File: src/rtl/sar_data_receiver.sv
// sar_data_receiver: reassembles two serial beats from the SAR state machine
// into a conversion word, stores the calibration offset, applies saturating
// offset correction to differential words and queues results in a 2-entry FIFO.
module sar_data_receiver #(
  parameter int DATA_W   = 6,
  parameter int MIDSCALE = 2048
) (
  input  logic                  clk,
  input  logic                  rst,
  input  logic [DATA_W-1:0]     data_i,
  input  logic                  clk_data_i,
  input  logic                  sample_i,
  input  logic                  offset_cal_cycle_i,
  input  logic                  single_ended_i,
  output logic [2*DATA_W-1:0]   result_o,
  output logic                  result_valid_o,
  input  logic                  result_ready_i,
  output logic [2*DATA_W:0]     offset_o,
  output logic                  overrun_o,
  output logic                  frame_err_o
);

  localparam int WORD_W = 2 * DATA_W;
  localparam logic [WORD_W:0] MID = MIDSCALE[WORD_W:0];

  typedef enum logic [1:0] {
    WAIT_FRAME,
    WAIT_MSB,
    WAIT_LSB
  } state_t;

  state_t              state, state_nxt;
  logic                clk_data_q, sample_q;
  logic                beat, frame_start;
  logic                msb_load, word_done, frame_err_nxt;
  logic [DATA_W-1:0]   msb_q;
  logic [WORD_W-1:0]   raw_q;
  logic                raw_valid_q, raw_cal_q, raw_se_q;
  logic [WORD_W:0]     offset_q;
  logic [WORD_W:0]     cal_offset;
  logic [WORD_W+1:0]   diff;
  logic [WORD_W-1:0]   corrected, wr_data;
  logic                wr_req, push, pop, full, overrun_nxt;
  logic [WORD_W-1:0]   mem [2];
  logic                wr_ptr, rd_ptr;
  logic [1:0]          count;

  assign beat        = clk_data_i & ~clk_data_q;
  assign frame_start = sample_i & ~sample_q;

  // Previous-value flops for rise detection on the strobes
  always_ff @(posedge clk or posedge rst) begin
    if (rst) begin
      clk_data_q <= 1'b0;
      sample_q   <= 1'b0;
    end else begin
      clk_data_q <= clk_data_i;
      sample_q   <= sample_i;
    end
  end

  // Framing state register
  always_ff @(posedge clk or posedge rst) begin
    if (rst) state <= WAIT_FRAME;
    else     state <= state_nxt;
  end

  // Next-state decode; a sample rise always restarts the frame before any beat is used
  always_comb begin
    state_nxt     = state;
    msb_load      = 1'b0;
    word_done     = 1'b0;
    frame_err_nxt = 1'b0;
    case (state)
      WAIT_FRAME: begin
        if (frame_start) begin
          if (beat) begin
            msb_load  = 1'b1;
            state_nxt = WAIT_LSB;
          end else begin
            state_nxt = WAIT_MSB;
          end
        end
      end
      WAIT_MSB: begin
        if (beat) begin
          msb_load  = 1'b1;
          state_nxt = WAIT_LSB;
        end
      end
      WAIT_LSB: begin
        if (frame_start) begin
          frame_err_nxt = 1'b1;
          if (beat) begin
            msb_load  = 1'b1;
            state_nxt = WAIT_LSB;
          end else begin
            state_nxt = WAIT_MSB;
          end
        end else if (beat) begin
          word_done = 1'b1;
          state_nxt = WAIT_FRAME;
        end
      end
      default: state_nxt = WAIT_FRAME;
    endcase
  end

  // Beat capture and raw word register with its frame attributes
  always_ff @(posedge clk or posedge rst) begin
    if (rst) begin
      msb_q       <= '0;
      raw_q       <= '0;
      raw_valid_q <= 1'b0;
      raw_cal_q   <= 1'b0;
      raw_se_q    <= 1'b0;
      frame_err_o <= 1'b0;
    end else begin
      if (msb_load) msb_q <= data_i;
      if (word_done) begin
        raw_q     <= {msb_q, data_i};
        raw_cal_q <= offset_cal_cycle_i;
        raw_se_q  <= single_ended_i;
      end
      raw_valid_q <= word_done;
      frame_err_o <= frame_err_nxt;
    end
  end

  // Offset and saturating correction; diff is two bits wider so its top bit is the sign
  always_comb begin
    cal_offset = {1'b0, raw_q} - MID;
    diff       = {2'b00, raw_q} - {offset_q[WORD_W], offset_q};
    if (diff[WORD_W+1])  corrected = '0;
    else if (diff[WORD_W]) corrected = '1;
    else                 corrected = diff[WORD_W-1:0];
    wr_data = raw_se_q ? raw_q : corrected;
  end

  assign wr_req      = raw_valid_q & ~raw_cal_q;
  assign full        = (count == 2'd2);
  assign pop         = (count != 2'd0) & result_ready_i;
  assign push        = wr_req & (~full | pop);
  assign overrun_nxt = wr_req & full & ~pop;

  // Offset register updated by calibration frames
  always_ff @(posedge clk or posedge rst) begin
    if (rst)                      offset_q <= '0;
    else if (raw_valid_q && raw_cal_q) offset_q <= cal_offset;
  end

  // Two-entry circular FIFO; a write while full is accepted only alongside a pop
  always_ff @(posedge clk or posedge rst) begin
    if (rst) begin
      mem[0]    <= '0;
      mem[1]    <= '0;
      wr_ptr    <= 1'b0;
      rd_ptr    <= 1'b0;
      count     <= 2'd0;
      overrun_o <= 1'b0;
    end else begin
      if (push) begin
        mem[wr_ptr] <= wr_data;
        wr_ptr      <= ~wr_ptr;
      end
      if (pop) rd_ptr <= ~rd_ptr;
      case ({push, pop})
        2'b10:   count <= count + 2'd1;
        2'b01:   count <= count - 2'd1;
        default: count <= count;
      endcase
      overrun_o <= overrun_nxt;
    end
  end

  assign result_o       = mem[rd_ptr];
  assign result_valid_o = (count != 2'd0);
  assign offset_o       = offset_q;

endmodule

File: config.mk
export PLATFORM = sky130hd
export DESIGN_NAME = sar_data_receiver
export DESIGN_NICKNAME = d
export VERILOG_FILES = /design/src/rtl/sar_data_receiver.sv
export SDC_FILE = /design/constraint.sdc
export NUM_CORES = 1
export LEC_CHECK = 0
export ABC_AREA = 0
export CAP_MARGIN = 25
export CORE_UTILIZATION = 40
export CTS_BUF_LIST = sky130_fd_sc_hd__clkbuf_4 sky130_fd_sc_hd__clkbuf_8 sky130_fd_sc_hd__clkbuf_16
export CTS_CLUSTER_SIZE = 12
export DETAILED_ROUTE_END_ITERATION = 7
export PLACE_DENSITY = 0.62
export SLEW_MARGIN = 20
export SYNTH_ARGS = -nofsm -noshare
export SYNTH_HDL_FRONTEND = slang
export SYNTH_SLANG_ARGS = --single-unit
File: constraint.sdc
create_clock -name clk -period 6.2 [get_ports clk]
set_clock_uncertainty 0.1 [all_clocks]
set_input_delay 1.55 -clock clk [delete_from_list [all_inputs] [get_ports clk]]
set_output_delay 1.55 -clock clk [all_outputs]
set_load 0.05 [all_outputs]
==> run_results.csv <==
group,metric,value,unit
logic_synthesis,syn-num-nets,390,
worst_setup_path,path_cells,"mux2_2, clkdlybuf4s50_1",
routing,drtAntennaViolNets,0,
logic_synthesis,synth_cells,362,
grt,grt_usage,17.1,%
placed_design,gp_congestion,0.818,
routing,num_vias,2644,
routing,postRouteWirelength,7.48,mm
logic_synthesis,synth_area_leaders,"dfrtp_1 (46%), mux2_2 (13%), nand2_1 (6.3%), ha_1 (4.8%), nor2_1 (2.9%)",
worst_setup_path,max_stage_delay,0.71,ns
floorplanning,ios,41,
clock_tree,post_cts_resized,0,
clock_tree,cts_hold_buf,0,
routing,drt_first_pass_iters,4,
timing,rsz0062_at_grt,"no",
logic_synthesis,ys.flop_type,"dfrtp_1",
logic_synthesis,yosysMostFrequentCell,"dfrtp_1",
floorplanning,rows,34,
clock_tree,cts.sinks,67,
logic_synthesis,synth_area,3650,um2
clock_tree,clk_path_buf_depth,2,
grt,gr-total-overflow,0,
logic_synthesis,ys_seq_area_share,45.9,%
logic_synthesis,yosys-top-cells-count,"dfrtp_1 (67), nand2_1 (61), mux2_2 (42)",
finish,synthToLayoutAreaGrowth,18.1,%
finish,fill_cells,840,
floorplanning,initial_core_util,41.7,%
timing,min_period,3.80,ns
clock_tree,cts_setup_buffers,0,
worst_setup_path,worst_ep_arrival_time,2.15,ns
clock_tree,cts_buffers,9,
routing,drc_errors,0,
grt,antenna_found_initial,0,
run_status,status,"finished clean",
finish,nNetsFinal,430,
placed_design,portBuffers,40,
floorplanning,die_h,97.6,um
worst_setup_path,critPathKind,"flop to primary output",
grt,grt_pass1_wl,12.8,mm
timing,fmax,0.263,GHz
routing,drtIter0Drc,128,
logic_synthesis,ys_ff_latch,67,
worst_setup_path,cpMaxStageDelayCell,"clkdlybuf4s50_1",
timing,hold_violations,0,
worst_setup_path,cp_max_fo,13,
logic_synthesis,ys_async_sr_fraction,100,%
run,max-cap-violations,0,
worst_setup_path,cp-start-kind,"flop",
logic_synthesis,synth_cell_type_count,58,
timing,setup_viol,0,
grt,grt_max_degree,68,
floorplanning,dieArea,9520,um2
routing,avgRoutedWirePerCell,14.5,um
placed_design,dp_cells,499,
power_and_ir_drop,ir_worst_vdd,221,uV
logic_synthesis,synth_top_cell_area_share,45.9,%
clock_tree,clkTransAtPathRegs,0.08,ns
placed_design,hpwl,5.41,mm
finish,layout.cells.non_filler,515,
worst_setup_path,cp-end-kind,"primary output",
routing,viasPerCell,5.13,
clock_tree,worstSkewPairLatency,0.34,ns
clock_tree,htree_num_levels,3,
power_and_ir_drop,power_density,616,nW/um2
logic_synthesis,synth_warnings,0,
logic_synthesis,synth_edf_count,0,
clock_tree,cts_tree,"yes",
timing,whs,0.374,ns
finish,drive_above_1_share,18.2,%
timing,max-slew-margin-rel,45.2,%
logic_synthesis,syn_area_per_cell,10.1,um2
floorplanning,die_width,97.6,um
hold_path,hold_class,"flop to flop",
finish,antennaDiodeCount,0,
timing,timing.final.crit_share,61.4,%
timing,setup_tns,0,ns
logic_synthesis,yosys.area.top_type,"dfrtp_1",
floorplanning,core_area,8760,um2
clock_tree,clockRootBuffer,"clkbuf_8",
timing,slew_violations,0,
power_and_ir_drop,p_leak,1.93,nW
grt,first_global_vias,2536,
worst_setup_path,crit_required,4.55,ns
timing,tightest_slew,0.823,ns
worst max-delay path, delay by kind of cell (launching register included):
family / cells / cell delay (ns)
multiplexers: 1 / 0.41
buffers and inverters: 1 / 0.71
flip-flops: 1 / 0.69
layout by cell type, fill, tap and decap left out, types with 3 or more instances in the layout:
master,n
a21oi_1,12
o21ai_1,6
inv_1,18
o21ai_0,10
nand2b_1,9
clkdlybuf4s50_1,40
nand2_1,61
dfrtp_1,67
xnor2_1,6
a21o_1,4
nor3_1,3
and2_1,4
clkinv_2,3
ha_1,14
mux2_2,42
nor2_1,28
xor2_1,5
nor2b_1,5
a31oi_1,4
o21ai_2,6
clkbuf_8,10
per-layer routing:
layer	track usage, %	part of all wire, %	vias up
met3	4.82	3.1	4
met1	24.0	50	1262
met4	4.41	0.76	0
met5	0	0	-
li1	-	-	1336
met2	26.0	46	42
final timing paths:
| kind | start | endpoint | slack [ns] | depth (start not counted) |
|---|---|---|---|---|
| setup reg to reg | offset_o[0] | mem[19] | 2.97 | 9 |
| max in group asynchronous | rst | mem[9] | 3.79 | 3 |
| hold / removal | msb_q[3] | raw_q[9] | 0.37 | 2 |
| setup / recovery | rd_ptr | result_o[10] | 2.40 | 2 |
| min in group asynchronous | rst | frame_err_o | 1.67 | 3 |
| hold reg to reg | msb_q[3] | raw_q[9] | 0.37 | 2 |
flip-flops by register name, summed over array words and instances, names as in the netlist, 2 cells and up:
name and count:
raw_q 12, mem 24, state 2, msb_q 6, offset_o 12, count 2
power by group:
| group | leakage (nW) | total, mW | internal, mW | switching (mW) |
|---|---|---|---|---|
| logic | 0.984 | 1.59 | 0.661 | 0.929 |
| clock network | 0.0924 | 0.325 | 0.156 | 0.170 |
| registers | 0.851 | 0.741 | 0.592 | 0.149 |
| total | 1.93 | 2.66 | 1.41 | 1.25 |
final cells by class:
cell class	count	area [um2]	area share, %
clock buffers	10	138	3.19
clock inverters	6	40.0	0.928
inverters	21	78.8	1.83
multi-input cells	261	1830	42.4
flip-flops and latches	67	1680	38.9
well taps	108	135	3.13
repair buffers	42	419	9.71
kinds of logic (layout without fill, tap and decap cells):
group	after synthesis	count (layout)	synth area share (%)
XOR/XNOR	11	11	2.64
AO/OA/AOI/OAI	68	68	13.0
buffers and inverters	34	79	4.11
multiplexers	44	44	13.8
adder cells (fa/ha/maj)	15	15	5.34
flip-flops	67	67	45.9
AND/OR/NAND/NOR	123	123	15.2
per-stage QoR:
step | setup slack [ns] | total power, mW | utilization, % | cell area (um2)
global route | 2.27 | 2.87 | 49.2 | 4320
finish | 2.40 | 2.66 | 49.2 | 4320
detailed placement | 2.37 | 2.34 | 47.2 | 4140
global placement | 2.24 | 2.31 | 47.1 | 4130
floorplan | 2.87 | 1.98 | - | 3650
CTS | 2.34 | 2.68 | 49.2 | 4320
(Power assumes the default switching activity.)
